===== src/rtl/riscv_pkg.sv =====
// Shared RISC-V front-end definitions: fetch-state encoding, reset constants
// and small PC helpers used by the fetch stage.
package riscv_pkg;

    localparam logic [31:0] NOP_INSTR_C = 32'h0000_0013;
    localparam logic [31:0] RESET_PC_C  = 32'h0000_0000;

    typedef enum logic [1:0] {
        FETCH_REQ  = 2'd0,
        FETCH_WAIT = 2'd1,
        FETCH_HOLD = 2'd2
    } fetch_state_e;

    // Sequential fetch address; wraps naturally at the top of the address space.
    function automatic logic [31:0] pc_plus4(input logic [31:0] pc);
        return pc + 32'd4;
    endfunction

    // Branch targets are forced onto a word boundary before use.
    function automatic logic [31:0] word_align(input logic [31:0] addr);
        return addr & 32'hFFFF_FFFC;
    endfunction

endpackage


===== src/rtl/fetch_hold_buf.sv =====
// One-entry buffer that parks a fetched instruction while decode is stalled.
module fetch_hold_buf
    import riscv_pkg::*;
(
    input  logic        clk,
    input  logic        rst,
    input  logic        load,
    input  logic        clear,
    input  logic [31:0] load_pc,
    input  logic [31:0] load_instr,
    output logic        valid,
    output logic [31:0] pc,
    output logic [31:0] instr
);

    logic        valid_q, valid_d;
    logic [31:0] pc_q, pc_d;
    logic [31:0] instr_q, instr_d;

    // Clear wins over load so a redirect always empties the buffer.
    always_comb begin
        valid_d = valid_q;
        pc_d    = pc_q;
        instr_d = instr_q;
        if (clear) begin
            valid_d = 1'b0;
        end else if (load) begin
            valid_d = 1'b1;
            pc_d    = load_pc;
            instr_d = load_instr;
        end
    end

    // Buffer storage with asynchronous reset to an empty entry.
    always_ff @(posedge clk or posedge rst) begin
        if (rst) begin
            valid_q <= 1'b0;
            pc_q    <= 32'h0;
            instr_q <= NOP_INSTR_C;
        end else begin
            valid_q <= valid_d;
            pc_q    <= pc_d;
            instr_q <= instr_d;
        end
    end

    assign valid = valid_q;
    assign pc    = pc_q;
    assign instr = instr_q;

endmodule


===== src/rtl/if_id_fetch.sv =====
// Instruction fetch stage and IF/ID pipeline register. Keeps at most one
// memory request in flight, buffers a response that arrives under stall and
// discards responses made stale by a redirect.
module if_id_fetch
    import riscv_pkg::*;
#(
    parameter logic [31:0] RESET_PC  = RESET_PC_C,
    parameter logic [31:0] NOP_INSTR = NOP_INSTR_C
) (
    input  logic        clk,
    input  logic        rst,
    output logic        imem_req,
    output logic [31:0] imem_addr,
    input  logic        imem_ready,
    input  logic        imem_rvalid,
    input  logic [31:0] imem_rdata,
    input  logic        stall,
    input  logic        redirect,
    input  logic [31:0] redirect_pc,
    output logic        if_id_valid,
    output logic [31:0] if_id_pc,
    output logic [31:0] if_id_instr,
    output logic [6:0]  if_id_opcode
);

    fetch_state_e state_q, state_d;
    logic [31:0]  pc_q, pc_d;
    logic [31:0]  fetch_pc_q, fetch_pc_d;
    logic         drop_q, drop_d;
    logic         if_id_valid_q, if_id_valid_d;
    logic [31:0]  if_id_pc_q, if_id_pc_d;
    logic [31:0]  if_id_instr_q, if_id_instr_d;

    logic         hold_load, hold_clear;
    logic         hold_valid;
    logic [31:0]  hold_pc, hold_instr;
    logic         accept;
    logic         deliver;
    logic [31:0]  deliver_pc, deliver_instr;

    assign imem_req  = (state_q == FETCH_REQ);
    assign imem_addr = pc_q;
    assign accept    = imem_req & imem_ready;

    fetch_hold_buf u_hold (
        .clk        (clk),
        .rst        (rst),
        .load       (hold_load),
        .clear      (hold_clear),
        .load_pc    (fetch_pc_q),
        .load_instr (imem_rdata),
        .valid      (hold_valid),
        .pc         (hold_pc),
        .instr      (hold_instr)
    );

    // Next-state, PC and IF/ID update; a redirect overrides every other event.
    always_comb begin
        state_d       = state_q;
        pc_d          = pc_q;
        fetch_pc_d    = fetch_pc_q;
        drop_d        = drop_q;
        if_id_valid_d = if_id_valid_q;
        if_id_pc_d    = if_id_pc_q;
        if_id_instr_d = if_id_instr_q;
        hold_load     = 1'b0;
        hold_clear    = 1'b0;
        deliver       = 1'b0;
        deliver_pc    = if_id_pc_q;
        deliver_instr = imem_rdata;

        if (redirect) begin
            pc_d          = word_align(redirect_pc);
            if_id_valid_d = 1'b0;
            if_id_instr_d = NOP_INSTR;
            hold_clear    = 1'b1;
            case (state_q)
                FETCH_REQ: begin
                    if (accept) begin
                        drop_d  = 1'b1;
                        state_d = FETCH_WAIT;
                    end else begin
                        state_d = FETCH_REQ;
                    end
                end
                FETCH_WAIT: begin
                    if (imem_rvalid) begin
                        drop_d  = 1'b0;
                        state_d = FETCH_REQ;
                    end else begin
                        drop_d  = 1'b1;
                        state_d = FETCH_WAIT;
                    end
                end
                default: begin
                    drop_d  = 1'b0;
                    state_d = FETCH_REQ;
                end
            endcase
        end else begin
            case (state_q)
                FETCH_REQ: begin
                    if (accept) begin
                        fetch_pc_d = pc_q;
                        pc_d       = pc_plus4(pc_q);
                        state_d    = FETCH_WAIT;
                    end
                end
                FETCH_WAIT: begin
                    if (imem_rvalid) begin
                        if (drop_q) begin
                            drop_d  = 1'b0;
                            state_d = FETCH_REQ;
                        end else if (stall) begin
                            hold_load = 1'b1;
                            state_d   = FETCH_HOLD;
                        end else begin
                            deliver       = 1'b1;
                            deliver_pc    = fetch_pc_q;
                            deliver_instr = imem_rdata;
                            state_d       = FETCH_REQ;
                        end
                    end
                end
                FETCH_HOLD: begin
                    if (!stall) begin
                        deliver       = hold_valid;
                        deliver_pc    = hold_pc;
                        deliver_instr = hold_instr;
                        hold_clear    = 1'b1;
                        state_d       = FETCH_REQ;
                    end
                end
                default: begin
                    state_d = FETCH_REQ;
                end
            endcase

            if (!stall) begin
                if (deliver) begin
                    if_id_valid_d = 1'b1;
                    if_id_pc_d    = deliver_pc;
                    if_id_instr_d = deliver_instr;
                end else begin
                    if_id_valid_d = 1'b0;
                    if_id_instr_d = NOP_INSTR;
                end
            end
        end
    end

    // Fetch-control and IF/ID registers; reset abandons any request in flight.
    always_ff @(posedge clk or posedge rst) begin
        if (rst) begin
            state_q       <= FETCH_REQ;
            pc_q          <= RESET_PC;
            fetch_pc_q    <= RESET_PC;
            drop_q        <= 1'b0;
            if_id_valid_q <= 1'b0;
            if_id_pc_q    <= RESET_PC;
            if_id_instr_q <= NOP_INSTR;
        end else begin
            state_q       <= state_d;
            pc_q          <= pc_d;
            fetch_pc_q    <= fetch_pc_d;
            drop_q        <= drop_d;
            if_id_valid_q <= if_id_valid_d;
            if_id_pc_q    <= if_id_pc_d;
            if_id_instr_q <= if_id_instr_d;
        end
    end

    assign if_id_valid  = if_id_valid_q;
    assign if_id_pc     = if_id_pc_q;
    assign if_id_instr  = if_id_instr_q;
    assign if_id_opcode = if_id_instr_q[6:0];

endmodule


===== config.mk =====
export PLATFORM = sky130hd
export DESIGN_NAME = if_id_fetch
export DESIGN_NICKNAME = d
export VERILOG_FILES = /design/src/rtl/riscv_pkg.sv /design/src/rtl/fetch_hold_buf.sv /design/src/rtl/if_id_fetch.sv
export SDC_FILE = /design/constraint.sdc
export NUM_CORES = 1
export LEC_CHECK = 0
export BUFFER_PORTS_ARGS = -buffer_cell sky130_fd_sc_hd__buf_2
export CAP_MARGIN = 20
export CORE_MARGIN = 3
export CORE_UTILIZATION = 50
export CTS_CLUSTER_SIZE = 20
export DETAILED_ROUTE_END_ITERATION = 8
export PLACE_DENSITY_LB_ADDON = 0.05
export SLEW_MARGIN = 20
export SYNTH_ARGS = -nofsm -noshare
export SYNTH_HDL_FRONTEND = slang
export SYNTH_SLANG_ARGS = --single-unit
export TNS_END_PERCENT = 50

===== constraint.sdc =====
create_clock -name clk -period 5.7 [get_ports clk]
set_input_delay 0.855 -clock clk [delete_from_list [all_inputs] [get_ports clk]]
set_output_delay 0.855 -clock clk [all_outputs]
set_load 0.005 [all_outputs]

==> results of run 1 <==
==> power by group through the flow <==
stage | combinational (W) | sequential (W) | clock (W)
2_1_floorplan | 0.000701 | 0.00207 | 0
3_3_place_gp | 0.000987 | 0.00210 | 0
3_5_place_dp | 0.00102 | 0.00213 | 0
4_1_cts | 0.00102 | 0.00211 | 0.00124
5_1_grt | 0.00113 | 0.00217 | 0.00130
6_report | 0.00100 | 0.00210 | 0.00121
==> state kept, by name (all words and copies together) (netlist names) <==
name          count
if_id_pc         30
fetch_pc_q       30
u_hold.instr     32
u_hold.pc        30
if_id_instr      32
if_id_valid       1
state_q           2
imem_addr        30
u_hold.valid      1
drop_q            1
==> worst register-to-register path: cells and delay by family (launching register included) <==
| kind | cells | cell delay [ns] |
|---|---|---|
| simple gates | 2 | 0.95 |
| buf+inv | 2 | 0.67 |
| flops | 1 | 0.43 |
| mux | 1 | 0.41 |
| fa+ha+maj | 1 | 0.22 |
==> worst max path at each step <==
stage | endpoint | cells after the start | slack [ns]
5_1_grt | u_hold.pc[11]$_DFFE_PP0P_ | 6 | 2.68
4_1_cts | u_hold.pc[8]$_DFFE_PP0P_ | 6 | 2.82
6_report | u_hold.pc[11]$_DFFE_PP0P_ | 6 | 2.86
3_5_place_dp | u_hold.pc[9]$_DFFE_PP0P_ | 6 | 2.38
3_3_place_gp | u_hold.pc[6]$_DFFE_PP0P_ | 6 | 2.41
2_1_floorplan | drop_q$_DFFE_PP0P_ | 1 | 2.42
==> kinds of logic after synthesis <==
logic type	synth area share, %
other	0.0447
DFF	56.5
AOI/OAI and AO/OA	8.20
adders and majority gates	0.597
buffers and inverters	3.62
muxes	19.9
and+or+nand+nor	10.0
xor gates and xnor gates	1.15
==> cell usage after synthesis (2+ instances only) <==
cell type	n
a21oi_1	35
a31oi_1	15
and3_1	5
and4_1	4
buf_2	15
buf_4	12
buf_6	2
clkbuf_1	24
dfrtp_1	183
dfstp_2	6
ha_1	4
inv_1	5
mux2_2	94
mux2i_1	61
nand2_1	62
nand2b_1	2
nand3_1	8
nand3b_1	2
nand4_1	9
nand4_2	2
nor2_1	50
nor2b_1	2
o211ai_1	2
o21ai_0	45
o22a_1	3
o31ai_1	14
or4_1	16
xor2_1	10
==> per-stage QoR <==
stage               hold slack [ns]  setup slack, ns  cell area, sq um
floorplan                     0.465             2.42              8410
global placement              0.454             2.41              9330
detailed placement            0.465             2.38              9330
CTS                           0.480             2.82              9940
global route                  0.501             2.68              9940
finish                        0.474             2.86              9940
==> layout make-up <==
cell class                 instances  share of cell area (%)
sequential                       189                    47.7
inverter                           6                   0.264
clock inverter                    12                    1.61
timing repair buffer             174                    9.04
multi-input combinational        464                    34.2
tap                              216                    2.72
clock buffer                      20                    4.49
==> metal layers <==
layer	vias to the layer above	GRT usage [%]
li1	2812	-
met1	2860	29.6
met2	164	30.5
met3	10	4.38
met4	0	4.14
met5	-	0
==> metrics.yaml, run 1 <==
run_status:
  status: "completed"
min_path:
  hold_path_depth: 2
  min_from: "if_id_instr[15]$_DFFE_PP0P_"
  min_to: "if_id_instr[15]$_DFFE_PP0P_"
  hp-class: "reg2reg"
synthesis:
  synth_warnings: 0
  yosysTopAreaCellShare_pct: 54.6
  post-synth-top-area-cell: "dfrtp_1"
  synth_ff_type: "dfrtp_1"
  netlist_instances: 710
  synth_area_leaders: "dfrtp_1 (55%), mux2_2 (13%), mux2i_1 (7.3%)"
  ys_seq_area_share_pct: 56.5
  synth_edf_count: 0
  netlist_area_sq_mm: 0.00839
  synth_cell_type_count: 46
  synthArstFlopShare_pct: 100
  synth-seq-cells: 189
  syn_area_per_cell_sq_um: 11.8
global_routing:
  antenna_found_initial: 0
  grt_usage_pct: 19.9
  grt_pass1_vias: 5815
  grt_max_degree: 190
  grt_pass1_wl_mm: 29.6
  overflow: 0
worst_setup_path:
  endpoint_kind: "flop"
  r2r_setup_slack_ns: 2.91
  r2r-end: "u_hold.pc[11]$_DFFE_PP0P_"
  critPathBufInv: 3
  required_ns: 6.00
  crit_chain: "buf_2 > clkinv_1 > nand2_1 > nor2_4 > buf_4 > mux2_2"
  rr_worst_depth: 6
  critPathTopFamily: "buffers and inverters"
  crit_start: "redirect"
  arrival_ns: 3.14
  slowest_delay_ns: 0.71
  critical-path-slowest-cell: "nor2_4"
  crit_path_start_kind: "input pin"
  critPathKind: "in2reg"
  cp_max_fo: 38
  reg2reg_from: "state_q[1]$_DFFE_PP0P_"
sta:
  max_slew_margin_pct: 35.1
  drv_slew: 0
  rsz0062_at_grt: "false"
  fin_crit_ns: 2.84
  clock_skew_ns: 0.00795
  setup_viol: 0
  hold_violations: 0
  clock.fmax_ghz: 0.352
  min_period_over_period_pct: 49.8
  fin_tns_setup_ns: 0
  worst_pin_slew_ns: 0.974
power_and_ir_drop:
  power_w: 0.00432
  sw_frac_of_total_pct: 28.6
  power_density_mw_per_mm2: 434
  power.share.clock_pct: 28.1
  power_leakage_nw: 4.42
  p_seq_share_pct: 48.7
  p_switching_w: 0.00123
  peakVddDrop_v: 0.000246
  internal-power_w: 0.00308
  combPwrFrac_pct: 23.2
die:
  fp.dieW_um: 136
  start_util_pct: 51.9
  dieArea_sq_mm: 0.0184
  core_sq_mm: 0.0162
  ios: 175
  fp-row-count: 46
  die_h_um: 136
clocking:
  htreeDepth: 4
  numCtsBuffers: 17
  hold_buffers: 0
  post-cts-setup-buffer-count: 0
  cts.clk_slew.worst_paths_ns: 0.06
  cts_root_buffer: "clkbuf_16"
  cts_tree: "done"
  clkLatencyLatePin_ns: 0.42
  cts_resized: 0
  clock-sinks: 189
  clockBufferDepth: 2
route:
  wire_per_inst_um: 16.4
  wl_met2_mm: 8.08
  route.detailed.drc: 0
  wl_met1_mm: 8.59
  dr.pass1.iters: 6
  ant_nets: 0
  first_iter_violations: 330
  top_layer_used: "met4"
  wl_mm: 17.7
  met3_length_um: 928
  num_vias: 5846
  via_per_inst: 5.41
finish:
  multi_input_area_sq_mm: 0.00340
  layout-drive-gt1-share_pct: 36.3
  finalNonFillerCells: 1081
  postLayoutCoreUtil_pct: 61.4
  final_common_cell: "dfrtp_1"
  seq_area_sq_mm: 0.00474
  fill_cells: 1354
  fin_nets: 926
  area_growth_pct: 18.4
  antenna_cells: 0
  final_cell_mix: "dfrtp_1 (183), buf_2 (168), mux2_2 (94)"
place:
  gp_congestion: 0.781
  hpwl_mm: 11.8
  port_buffers: 168
  dp_cells: 1049
flow_run:
  cap_violations: 0
Note: power is estimated with default switching activity, not from simulation.
==> run 2: changes to the inputs <==
CORE_UTILIZATION = 55   (was 50)
clock period = 2.8 ns   (was 5.7 ns; I/O delays follow)
==> metrics.yaml, run 2 (synthesized netlist as in run 1, its figures left out) <==
sta:
  hold_violations: 0
  worst_pin_slew_ns: 0.999
  max_slew_margin_pct: 33.4
  clock_skew_ns: 0.00872
  clock.fmax_ghz: 0.434
  fin_crit_ns: 2.30
  drv_slew: 0
  min_period_over_period_pct: 82.2
  fin_tns_setup_ns: 0
  rsz0062_at_grt: "false"
  setup_viol: 0
worst_setup_path:
  endpoint_kind: "flop"
  rr_worst_depth: 6
  slowest_delay_ns: 0.53
  crit_path_start_kind: "flop"
  reg2reg_from: "state_q[0]$_DFFE_PP0P_"
  critical-path-slowest-cell: "or4_1"
  crit_start: "state_q[0]$_DFFE_PP0P_"
  r2r_setup_slack_ns: 0.50
  arrival_ns: 2.64
  critPathKind: "reg2reg"
  cp_max_fo: 10
  crit_chain: "inv_1 > ha_1 > and4_1 > nand4_2 > or4_1 > a31oi_1"
  r2r-end: "imem_addr[29]$_DFFE_PP0P_"
  required_ns: 3.14
power_and_ir_drop:
  internal-power_w: 0.00625
  p_seq_share_pct: 49.1
  p_switching_w: 0.00248
  power_leakage_nw: 4.46
  sw_frac_of_total_pct: 28.4
  combPwrFrac_pct: 23.7
  power.share.clock_pct: 27.2
  peakVddDrop_v: 0.000467
  power_density_mw_per_mm2: 880
route:
  route.detailed.drc: 0
  ant_nets: 0
  wire_per_inst_um: 16.4
  first_iter_violations: 319
  num_vias: 5880
  via_per_inst: 5.57
  wl_mm: 17.3
  dr.pass1.iters: 4
die:
  start_util_pct: 56.9
  die_h_um: 130
  dieArea_sq_mm: 0.0168
  fp.dieW_um: 130
  ios: 175
  core_sq_mm: 0.0148
  fp-row-count: 44
finish:
  area_growth_pct: 18.2
  fin_nets: 933
  antenna_cells: 0
  layout-drive-gt1-share_pct: 36.7
  final_cell_mix: "dfrtp_1 (183), buf_2 (168), mux2_2 (94)"
  finalNonFillerCells: 1056
  final_common_cell: "dfrtp_1"
  postLayoutCoreUtil_pct: 67.2
global_routing:
  grt_pass1_wl_mm: 28.6
  grt_usage_pct: 21.4
  overflow: 0
  antenna_found_initial: 0
  grt_pass1_vias: 5719
  grt_max_degree: 125
clocking:
  post-cts-setup-buffer-count: 0
  hold_buffers: 0
  cts_tree: "done"
  clkLatencyLatePin_ns: 0.41
  clock-sinks: 189
  numCtsBuffers: 17
  clockBufferDepth: 2
  cts.clk_slew.worst_paths_ns: 0.07
  cts_root_buffer: "clkbuf_16"
  htreeDepth: 4
  cts_resized: 0
min_path:
  hp-class: "in2async"
place:
  gp_congestion: 0.812
  hpwl_mm: 12.0
  port_buffers: 168
  dp_cells: 1024
run_status:
  status: "completed"
flow_run:
  cap_violations: 0
## run 2: final cells by class
| cell class | instances | area, sq um |
|---|---|---|
| fill | 1136 | 4830 |
| sequential | 189 | 4740 |
| multi-input combinational | 464 | 3390 |
| timing repair buffer | 181 | 951 |
| clock buffer | 20 | 437 |
| tap | 184 | 230 |
| clock inverter | 12 | 145 |
| inverter | 6 | 26.3 |
## run 2: critical path, delay by kind of cell, from the launching register on
kind                       cells  cell delay, ns
adders and majority gates      1            0.30
buffers and inverters          1            0.13
and+or+nand+nor                3            1.23
AOI/OAI and AO/OA              1            0.17
DFF                            1            0.39
## run 2: power groups by stage
stage	registers, W	logic, W	clock network, W
final	0.00429	0.00207	0.00238
after floorplan	0.00421	0.00143	0
after detailed placement	0.00435	0.00209	0
after global routing	0.00442	0.00232	0.00254
after CTS	0.00430	0.00211	0.00242
after global placement	0.00427	0.00201	0
## run 2: how the worst max path moves through the flow
| stage | end | slack (ns) | depth (start not counted) |
|---|---|---|---|
| floorplan | drop_q$_DFFE_PP0P_ | -0.05 | 1 |
| global placement | imem_addr[29]$_DFFE_PP0P_ | 0.54 | 6 |
| detailed placement | imem_addr[29]$_DFFE_PP0P_ | 0.53 | 6 |
| CTS | imem_addr[29]$_DFFE_PP0P_ | 0.50 | 6 |
| global route | imem_addr[29]$_DFFE_PP0P_ | 0.33 | 6 |
| finish | imem_addr[29]$_DFFE_PP0P_ | 0.50 | 6 |
## run 2: routing by layer
metal	vias to the layer above	GRT usage, %	wire length (um)	share of wire [%]
met5	-	0	0	0
met1	2881	30.6	8160	47
met4	0	5.99	143	0.82
met3	10	4.20	926	5.3
li1	2824	-	-	-
met2	165	33.8	8120	47
## run 2: metrics by stage
step	setup WS [ns]	hold slack [ns]	total power [W]	instance area, sq um
after global routing	0.329	0.200	0.00928	9920
after global placement	0.544	0.456	0.00628	9340
after detailed placement	0.526	0.470	0.00644	9340
final	0.498	0.194	0.00873	9920
after CTS	0.504	0.196	0.00883	9920
after floorplan	-0.0496	0.465	0.00564	8410
==> run 3: changes to the inputs <==
CORE_UTILIZATION = 50   (was 55)
clock period = 2.1 ns   (was 2.8 ns; I/O delays follow)
==> metrics.yaml, run 3 (synthesized netlist as in run 1, its figures left out) <==
run_status:
  status: "completed"
finish:
  fin_nets: 953
  finalNonFillerCells: 1108
  fill_cells: 1336
  final_common_cell: "dfrtp_1"
  seq_area_sq_mm: 0.00474
  final_cell_mix: "dfrtp_1 (182), buf_2 (168), mux2_2 (94)"
  multi_input_area_sq_mm: 0.00340
  area_growth_pct: 22.2
  layout-drive-gt1-share_pct: 38.6
  antenna_cells: 0
clocking:
  clkLatencyLatePin_ns: 0.42
  numCtsBuffers: 17
  cts_root_buffer: "clkbuf_16"
  htreeDepth: 4
  clockBufferDepth: 2
  cts_tree: "done"
  post-cts-setup-buffer-count: 0
  cts.clk_slew.worst_paths_ns: 0.07
  clock-sinks: 189
worst_setup_path:
  required_ns: 2.44
  cp_max_fo: 7
  reg2reg_from: "state_q[0]$_DFFE_PP0P_"
  arrival_ns: 2.32
  critPathKind: "reg2reg"
  crit_start: "state_q[0]$_DFFE_PP0P_"
  critPathBufInv: 1
  crit_path_start_kind: "flop"
  crit_chain: "inv_1 > ha_1 > and4_2 > nand4_2 > or4_1 > a31oi_1"
  critPathTopFamily: "simple AND/OR/NAND/NOR gates"
  critical-path-slowest-cell: "or4_1"
  endpoint_kind: "flop"
  slowest_delay_ns: 0.55
route:
  num_vias: 6017
  wl_mm: 18.4
  ant_nets: 0
  dr.pass1.iters: 5
  via_per_inst: 5.43
  first_iter_violations: 191
  wire_per_inst_um: 16.6
  route.detailed.drc: 0
power_and_ir_drop:
  power_density_mw_per_mm2: 1180
  peakVddDrop_v: 0.000662
  power_leakage_nw: 4.60
sta:
  fin_tns_setup_ns: 0
  setup_viol: 0
  holdWs_ns: 0.0973
  clock.fmax_ghz: 0.505
  clock_skew_ns: 0.0105
  max_slew_margin_pct: 64.5
  fin_crit_ns: 1.98
  worst_pin_slew_ns: 0.532
  rsz0062_at_grt: "true"
  min_period_over_period_pct: 94.3
  hold_violations: 0
  drv_slew: 0
min_path:
  min_from: "redirect_pc[10]"
  hp-class: "in2reg"
die:
  ios: 175
  fp-row-count: 46
  dieArea_sq_mm: 0.0184
  fp.dieW_um: 136
  start_util_pct: 51.9
  die_h_um: 136
  core_sq_mm: 0.0162
global_routing:
  grt_max_degree: 100
  grt_pass1_vias: 5949
  grt_pass1_wl_mm: 30.1
  antenna_found_initial: 0
  grt_usage_pct: 20.5
  overflow: 0
place:
  dp_cells: 1075
  gp_congestion: 0.782
  port_buffers: 168
  hpwl_mm: 13.0
flow_run:
  cap_violations: 0
==> run 3: cell types whose count changed in the layout (fill, tap and decap cells not counted), moves of 2 or more <==
cell,previous run,this run
buf_4,12,25
buf_12,1,7
clkinv_2,6,0
inv_6,1,5
and4_1,4,2
and4_2,0,2
clkbuf_1,3,1
inv_8,0,2
==> run 3: routing by layer <==
| metal | track usage (%) | share of wire [%] | up-vias | wire [um] |
|---|---|---|---|---|
| li1 | - | - | 2868 | - |
| met4 | 5.04 | 0.91 | 0 | 167 |
| met3 | 4.75 | 5.4 | 15 | 987 |
| met5 | 0 | 0 | - | 0 |
| met1 | 29.4 | 47 | 2972 | 8650 |
| met2 | 32.1 | 47 | 162 | 8590 |
==> run 3: stage by stage <==
step           power (W)  util [%]  setup WS [ns]  cell area [sq um]
2_1_floorplan    0.00752         -         -0.645               8410
3_3_place_gp     0.00851      59.3          0.153               9600
3_5_place_dp     0.00871      59.3          0.104               9600
4_1_cts           0.0122      63.4         0.0854              10300
5_1_grt           0.0128      63.4        -0.0191              10300
6_report          0.0121      63.4          0.120              10300
==> run 3: worst paths after layout <==
kind	endpoint	slack (ns)	depth (start not counted)
max	imem_addr[20]$_DFFE_PP0P_	0.12	6
min	imem_addr[10]$_DFFE_PP0P_	0.1	3
max reg2reg	imem_addr[20]$_DFFE_PP0P_	0.12	6
min reg2reg	if_id_valid$_DFFE_PP0P_	0.47	2
max in group asynchronous	fetch_pc_q[26]$_DFFE_PP0P_	1.05	4
min in group asynchronous	if_id_pc[4]$_DFFE_PP0P_	0.33	3
==> run 3: what timing repair did <==
item | CTS | global route
hold endpoints to repair | 1 | 0
setup endpoints to repair | 0 | 8
hold buffers | 1 | 0
resized for setup | 0 | 3
==> run 3: where the power goes <==
group          switching, W  leakage [nW]  internal, W
combinational       0.00128          1.97      0.00162
clock               0.00141         0.309      0.00206
sequential         0.000759          2.32      0.00493
total               0.00345          4.60      0.00862
==> run 3: layout make-up <==
| type | instances | area share (%) |
|---|---|---|
| Inverter | 6 | 0.256 |
| Sequential cell | 189 | 46.2 |
| Clock inverter | 13 | 1.96 |
| Clock buffer | 19 | 4.32 |
| Tap cell | 216 | 2.64 |
| Multi-Input combinational cell | 464 | 33.1 |
| Timing Repair Buffer | 201 | 11.5 |
==> run 3: worst reg2reg max path, delay by kind of cell (launching register included) <==
family	cells	cell delay, ns
buffers and inverters	1	0.09
adder cells (fa/ha/maj)	1	0.19
AND/OR/NAND/NOR	3	1.05
flip-flops	1	0.40
AO/OA/AOI/OAI	1	0.18
